[config.mk]
export PLATFORM = sky130hd
export DESIGN_NAME = uart_rx_ctrl
export DESIGN_NICKNAME = d
export VERILOG_FILES = /design/src/rtl/uart_rx_ctrl.sv
export SDC_FILE = /design/constraint.sdc
export NUM_CORES = 1
export LEC_CHECK = 0
export BUFFER_PORTS_ARGS = -buffer_cell sky130_fd_sc_hd__clkbuf_2
export CAP_MARGIN = 15
export CORE_ASPECT_RATIO = 0.7
export CORE_MARGIN = 2
export CORE_UTILIZATION = 35
export DETAILED_ROUTE_END_ITERATION = 7
export PLACE_DENSITY = 0.51
export SYNTH_ARGS = -nofsm -noshare
export SYNTH_HDL_FRONTEND = slang
export SYNTH_SLANG_ARGS = --single-unit
export TNS_END_PERCENT = 100
[constraint.sdc]
create_clock -name clk -period 5.33 [get_ports clk]
set_clock_uncertainty 0.15 [all_clocks]
set_input_delay 0.7995 -clock clk [delete_from_list [all_inputs] [get_ports clk]]
set_output_delay 0.7995 -clock clk [all_outputs]
set_load 0.1 [all_outputs]
[src/rtl/uart_rx_ctrl.sv]
// uart_rx_ctrl: sequencer and receive buffer for a 16x-oversampling UART receiver.
// Generates the oversample tick, gates the receiver with a clean drain on disable,
// and holds received bytes in a show-ahead FIFO with sticky overflow/framing status.
// Optional feature macro: UART_RX_TIMEOUT_EN (adds TO_TICKS parameter and rx_timeout).
module uart_rx_ctrl #(
   parameter int DIV_W = 16,
   parameter int DEPTH = 8,
   parameter int CNT_W = 4
`ifdef UART_RX_TIMEOUT_EN
   , parameter int TO_TICKS = 640
`endif
) (
   input  logic             clk,
   input  logic             rst,
   input  logic             cfg_en,
   input  logic [DIV_W-1:0] cfg_div,
   input  logic             clr_err,
   output logic             os_tick,
   output logic             rx_enable,
   input  logic             rx_busy,
   input  logic             rx_valid,
   input  logic [7:0]       rx_data,
   input  logic             rx_ferr,
   input  logic             rd_en,
   output logic [7:0]       rd_data,
   output logic             rd_valid,
   output logic [CNT_W-1:0] fifo_count,
   output logic             ovf,
   output logic             ferr
`ifdef UART_RX_TIMEOUT_EN
   , output logic           rx_timeout
`endif
);

   localparam int PTR_W = $clog2(DEPTH);

   typedef enum logic [1:0] {S_OFF, S_RUN, S_DRAIN} state_e;

   state_e             state_q, state_d;
   logic [DIV_W-1:0]   cnt_q, cnt_d;
   logic               os_tick_q, os_tick_d;
   logic [PTR_W-1:0]   wr_ptr_q, wr_ptr_d, rd_ptr_q, rd_ptr_d;
   logic [CNT_W-1:0]   count_q, count_d;
   logic               ovf_q, ovf_d, ferr_q, ferr_d;
   logic [7:0]         mem_q [DEPTH];

   logic               active, active_next, tick_hit;
   logic [DIV_W-1:0]   div_m1;
   logic               full, empty, pop, push, wr_try, ovf_set, ferr_set;

   assign active      = (state_q != S_OFF);
   assign active_next = (state_d != S_OFF);
   assign div_m1      = (cfg_div == '0) ? '0 : cfg_div - DIV_W'(1);
   assign tick_hit    = (cnt_q >= div_m1);

   assign full     = (count_q == CNT_W'(DEPTH));
   assign empty    = (count_q == '0);
   assign pop      = rd_en && !empty;
   assign wr_try   = active && rx_valid && !rx_ferr;
   assign push     = wr_try && (!full || pop);
   assign ovf_set  = wr_try && full && !pop;
   assign ferr_set = active && rx_valid && rx_ferr;

   // Enable sequencing: a disable mid-frame waits in DRAIN until the receiver is idle.
   always_comb begin
      state_d = state_q;
      unique case (state_q)
         S_OFF:   if (cfg_en) state_d = S_RUN;
         S_RUN:   if (!cfg_en) state_d = rx_busy ? S_DRAIN : S_OFF;
         S_DRAIN: if (!rx_busy) state_d = S_OFF;
         default: state_d = S_OFF;
      endcase
   end

   // Oversample divider: >= compare lets a smaller divisor take effect immediately.
   always_comb begin
      cnt_d     = '0;
      os_tick_d = 1'b0;
      if (active && active_next) begin
         os_tick_d = tick_hit;
         cnt_d     = tick_hit ? '0 : cnt_q + DIV_W'(1);
      end
   end

   // FIFO pointer/occupancy update and sticky flags (a set in the clear cycle wins).
   always_comb begin
      wr_ptr_d = push ? wr_ptr_q + PTR_W'(1) : wr_ptr_q;
      rd_ptr_d = pop  ? rd_ptr_q + PTR_W'(1) : rd_ptr_q;
      count_d  = count_q;
      if (push && !pop)      count_d = count_q + CNT_W'(1);
      else if (pop && !push) count_d = count_q - CNT_W'(1);
      ovf_d  = ovf_set  | (ovf_q  & ~clr_err);
      ferr_d = ferr_set | (ferr_q & ~clr_err);
   end

   // Control state registers with synchronous reset.
   always_ff @(posedge clk) begin
      if (rst) begin
         state_q   <= S_OFF;
         cnt_q     <= '0;
         os_tick_q <= 1'b0;
         wr_ptr_q  <= '0;
         rd_ptr_q  <= '0;
         count_q   <= '0;
         ovf_q     <= 1'b0;
         ferr_q    <= 1'b0;
      end else begin
         state_q   <= state_d;
         cnt_q     <= cnt_d;
         os_tick_q <= os_tick_d;
         wr_ptr_q  <= wr_ptr_d;
         rd_ptr_q  <= rd_ptr_d;
         count_q   <= count_d;
         ovf_q     <= ovf_d;
         ferr_q    <= ferr_d;
      end
   end

   // Byte storage; a push at full is only allowed alongside a pop, so the freed slot is reused.
   always_ff @(posedge clk) begin
      if (push) mem_q[wr_ptr_q] <= rx_data;
   end

   assign os_tick    = os_tick_q;
   assign rx_enable  = active;
   assign rd_data    = mem_q[rd_ptr_q];
   assign rd_valid   = !empty;
   assign fifo_count = count_q;
   assign ovf        = ovf_q;
   assign ferr       = ferr_q;

`ifdef UART_RX_TIMEOUT_EN
   localparam int TO_W = $clog2(TO_TICKS + 1);

   logic [TO_W-1:0] to_cnt_q, to_cnt_d;
   logic            to_pulse_q, to_pulse_d;

   // Idle timeout: count ticks while data waits unread; hold at the limit until cleared.
   always_comb begin
      to_cnt_d   = to_cnt_q;
      to_pulse_d = 1'b0;
      if (rx_valid || pop || empty) begin
         to_cnt_d = '0;
      end else if (os_tick_q && (to_cnt_q != TO_W'(TO_TICKS))) begin
         to_cnt_d   = to_cnt_q + TO_W'(1);
         to_pulse_d = (to_cnt_q == TO_W'(TO_TICKS - 1));
      end
   end

   // Timeout counter and pulse registers.
   always_ff @(posedge clk) begin
      if (rst) begin
         to_cnt_q   <= '0;
         to_pulse_q <= 1'b0;
      end else begin
         to_cnt_q   <= to_cnt_d;
         to_pulse_q <= to_pulse_d;
      end
   end

   assign rx_timeout = to_pulse_q;
`endif

endmodule

==> flow_summary.ini, run 1 <==
[outcome]
status = complete, no violations

[power]
p_total_mw = 2.10
vdd_drop_max_v = 0.000139
p_leak_nw = 1.91
power.density_nw_per_um2 = 388

[cts]
clk_pin_slew_ns = 0.06
clockBufferDepth = 2
post_cts_resized = 0
htreeDepth = 3
cts_root_buf = clkbuf_16
cts_tree = built
postCtsHoldBufs = 0
cts_buffers = 9
clock-sinks = 98
post-cts-setup-buffer-count = 0
clock_latency_ns = 0.34

[detailed_routing]
firstDrtPassIters = 4
drc = 0
wl_um = 9840
dr_total_vias = 3151
viasPerCell = 5.28
drt_iter0_drc = 179
wl_per_cell_um = 16.5
ant_nets = 0

[timing]
fmax_mhz = 243
setup_violations = 0
worst_slack_ns = 1.21
fin_tns_setup_ns = 0
post-route-period-util = 0.773
slew_violations = 0
max_slew_margin = 0.339
hold_viol = 0
finalCriticalPeriod_ns = 4.12
whs_ns = 0.328
rsz0062_at_grt = false
tightest_slew_ns = 0.988

[synthesis]
yosysMostFrequentCell = edfxtp_1
yosys.area_share.simple = 0.150
yosysTopAreaCell = edfxtp_1
synthAdderAreaFrac = 0.0680
ys_warn_count = 0
ys_ff_latch = 98
avgSynthCellArea_um2 = 12.4
ys_async_sr_fraction = 0
synth_xor_area_frac = 0.0539
synth_area_um2 = 4710
synthFlopType = edfxtp_1
synth_cell_types = 45
synthTopCellsByCount = edfxtp_1 (64), dfxtp_1 (34), nor2_1 (30)
synthCells = 380
synth_edf_count = 64
yosysTopAreaCellShare = 0.408
synth.area.top_cells = edfxtp_1 (41%), dfxtp_1 (14%), mux4_2 (7.7%), ha_1 (6.4%), nor4_1 (3.2%)
synth_top_family_by_area = simple AND/OR/NAND/NOR gates
synth_mux_area_frac = 0.104
synth-seq-area-share = 0.553
syn_nets = 437
synth_compound_gate_area_share = 0.0481

[floorplanning]
pin_count = 49
die_w_um = 143
dieArea_um2 = 14400
start_util = 0.358
rows = 35
core_area_um2 = 13100
die_h_um = 101

[setup_path]
critPathLaunch = cfg_div[3]
required_ns = 5.36
worst-path-stages = 10
r2r-end = fifo_count[3]
crit_type = primary input to flop
cp-endpoint = cnt_q[10]
critPathMaxStageDelay_ns = 0.70
path_buf_inv = 1
regToRegSetupSlack_ns = 2.23
reg2reg_depth = 11
cp_slowest_cell = a311o_1
endpoint_kind = flop
crit_path_start_kind = primary input
worstPathArrival_ns = 4.15
critical_path.max_fanout = 16
critPathTopFamily = simple AND/OR/NAND/NOR gates
worst_r2r_startpoint = state_q[0]
worstPathCellList = clkbuf_2, or3_1, or4_1, a2111oi_2, nor2_1, ha_1, nand4_1, nor3_1, a311o_1, nor4_1

[final_layout]
syn_to_final_growth_pct = 15.2
nFillCells = 1233
nets = 483
antenna_cells = 0
fin_area_um2 = 5430
layout-drive-gt1-share = 0.237

[place]
hpwl_um = 7010
place_ws_ns = 0.940
placed_area_um2 = 5150
finalWeightedCongestion = 0.797
io_buffer_count = 48

[global_routing]
grt_max_degree = 19
track_usage = 0.146
grt_first_pass_wirelength_um = 16000
overflow = 0
antenna_found_initial = 0
grt_pass1_vias = 2968

[run]
drv_cap = 0

[min_path]
hp-class = flop to flop
worstHoldPathCells = 2
final cells by class:
type | instances | area (um^2) | share of cell area
tap | 166 | 208 | 0.0383
clock buffer | 12 | 246 | 0.0454
clock inverter | 4 | 27.5 | 0.00507
multi-input combinational | 254 | 2030 | 0.374
timing repair buffer | 52 | 270 | 0.0498
inverter | 11 | 41.3 | 0.00761
sequential | 98 | 2600 | 0.480
placed cells by master, fill, tap and decap left out, drive strengths merged, types with 4 or more instances in the layout:
| cell | instances |
|---|---|
| dfxtp | 34 |
| buf | 4 |
| mux4 | 16 |
| nand3 | 12 |
| mux2 | 9 |
| nor2 | 30 |
| xor2 | 12 |
| xnor2 | 17 |
| edfxtp | 64 |
| or3 | 5 |
| nand4 | 6 |
| nor3 | 15 |
| nand2 | 25 |
| nand2b | 5 |
| nor4 | 24 |
| inv | 11 |
| o21ai | 9 |
| a21oi | 10 |
| clkbuf | 60 |
| ha | 24 |
| nor3b | 6 |
power by group:
part / internal, mW / switching, mW / total (mW) / leakage (nW)
logic: 0.186 / 0.453 / 0.639 / 0.926
registers: 0.834 / 0.0374 / 0.871 / 0.851
clock network: 0.330 / 0.264 / 0.593 / 0.133
stage by stage:
step | instances | utilization
final | 597 | 0.413
after global routing | 597 | 0.413
after CTS | 597 | 0.413
after detailed placement | 581 | 0.392
after global placement | 581 | 0.392
after floorplan | 380 | -
layer usage:
metal | part of all wire | global-route usage | up-vias
met5 | 0 | 0 | -
li1 | - | - | 1531
met4 | 0.0066 | 0.0320 | 0
met1 | 0.52 | 0.206 | 1558
met2 | 0.43 | 0.218 | 55
met3 | 0.040 | 0.0480 | 7
state kept, by name, summed over array words and instances, names as in the netlist, named ones only:
signal / cells
fifo_count: 4
ferr: 1
os_tick: 1
cnt_q: 16
mem_q: 64
rd_ptr_q: 3
ovf: 1
state_q: 2
wr_ptr_q: 3
logic make-up (layout without fill, tap and decap cells):
family          count (synthesis)  after routing
xor+xnor                       29             29
buf+inv                        28             79
compound gates                 34             34
fa+ha+maj                      25             25
flops                          98             98
mux                            28             28
simple gates                  138            138
worst min path at each step:
stage / end / slack (ns) / from
after floorplan: state_q[0] / 0.29 / state_q[1]
after global placement: state_q[0] / 0.31 / state_q[1]
after detailed placement: state_q[0] / 0.32 / state_q[1]
after CTS: state_q[0] / 0.33 / state_q[1]
after global routing: ferr / 0.36 / ferr
final: ferr / 0.33 / ferr
tightest hold or removal path: stages (launching register included):
cell and delay (ns):
dfxtp_1 0.31, nand2b_1 0.07, a21oi_1 0.05
Power figures use the tool's default switching activity.
==> inputs of run 2 (changes only) <==
clock period = 3.9 ns   (was 5.33 ns; I/O delays follow)
==> flow_summary.ini, run 2 (synthesis gave the netlist of run 1 again) <==
[detailed_routing]
drc = 0
ant_nets = 0
top_layer_used = met4
wl_met1_um = 5140
wl_um = 9750
wl_per_cell_um = 16.0
wl_met3_um = 368
drt_iter0_drc = 183
viasPerCell = 5.11
firstDrtPassIters = 4
dr_total_vias = 3118
wl_met2_um = 4160

[floorplanning]
start_util = 0.358
die_h_um = 101
core_area_um2 = 13100
dieArea_um2 = 14400
die_w_um = 143
pin_count = 49
rows = 35

[final_layout]
antenna_cells = 0
largest_register_ffs = 64
layout-drive-gt1-share = 0.252
nFillCells = 1248
layout.area.seq_um2 = 2600
layout_common_cells = edfxtp_1 (64), clkbuf_2 (48), dfxtp_1 (34)
nets = 496
multi_input_area_um2 = 2010
regMostFlops = mem_q
syn_to_final_growth_pct = 18.0
final_common_cell = edfxtp_1

[timing]
tightest_slew_ns = 0.859
whs_ns = 0.331
hold_viol = 0
rsz0062_at_grt = false
slew_violations = 0
fmax_mhz = 284
fin_tns_setup_ns = 0
finalCriticalPeriod_ns = 3.52
setup_violations = 0
worst_slack_ns = 0.375
max_slew_margin = 0.427
post-route-period-util = 0.904

[place]
finalWeightedCongestion = 0.834
io_buffer_count = 48
place_ws_ns = 0.0436
hpwl_um = 6930

[setup_path]
crit_type = primary input to flop
endpoint_kind = flop
crit_path_start_kind = primary input
critical_path.max_fanout = 16
regToRegSetupSlack_ns = 0.87
required_ns = 3.97
worstPathArrival_ns = 3.59

[cts]
post_cts_resized = 0
htreeDepth = 3
post-cts-setup-buffer-count = 0
cts_tree = built
clock-sinks = 98
clk_pin_slew_ns = 0.07
clock_latency_ns = 0.34
clockBufferDepth = 2
postCtsHoldBufs = 0
cts_buffers = 9
cts_root_buf = clkbuf_16

[power]
power.density_nw_per_um2 = 538
vdd_drop_max_v = 0.000247
p_leak_nw = 2.00

[global_routing]
antenna_found_initial = 0
grt_pass1_vias = 2899
grt_first_pass_wirelength_um = 15400
grt_max_degree = 19
overflow = 0
track_usage = 0.141

[min_path]
hp-class = flop to flop

[outcome]
status = complete, no violations

[run]
drv_cap = 0
[run 2: changes by cell type in the layout (fill, tap and decap cells not counted), sizes merged]
cell      change
buf          +13
clkbuf        -3
bufinv        +2
clkinv        +1
clkinvlp      -1
inv           +1
[run 2: per-layer routing]
metal  track usage  vias up
li1              -     1556
met2         0.204       47
met4        0.0396        0
met3        0.0371        9
met5             0        -
met1         0.208     1506
[run 2: worst max-delay path: stages]
cell and delay (ns):
clkbuf_2 0.11, or3_1 0.40, or4_1 0.68, a2111oi_2 0.33
nor2_1 0.11, ha_1 0.29, nand4_1 0.13, nor3_1 0.44
a311o_1 0.30, buf_12 0.16, nor4_1 0.06
[run 2: metrics by stage]
stage	std cells	power (mW)	instance area, um^2	utilization
after detailed placement	594	2.09	5240	0.399
after global placement	594	2.08	5240	0.399
after CTS	610	3.03	5560	0.423
after global routing	610	3.12	5560	0.423
final	610	2.99	5560	0.423
after floorplan	380	1.93	4710	-
[run 2: worst paths after layout]
| check | start | end | cells past startpoint |
|---|---|---|---|
| max | cfg_div[3] | cnt_q[12] | 11 |
| min | state_q[1] | state_q[0] | 1 |
| min reg2reg | state_q[1] | state_q[0] | 1 |
| max reg2reg | state_q[1] | fifo_count[3] | 11 |
[run 2: power breakdown]
group / switching, mW / internal (mW)
registers: 0.0501 / 1.14
logic: 0.614 / 0.258
clock network: 0.368 / 0.562
total: 1.03 / 1.96
[run 2: layout make-up]
cell class / count / area share
Inverter: 11 / 0.00743
Sequential cell: 98 / 0.468
Clock inverter: 7 / 0.0164
Multi-Input combinational cell: 254 / 0.362
Clock buffer: 9 / 0.0405
Timing Repair Buffer: 65 / 0.0684
Tap cell: 166 / 0.0374
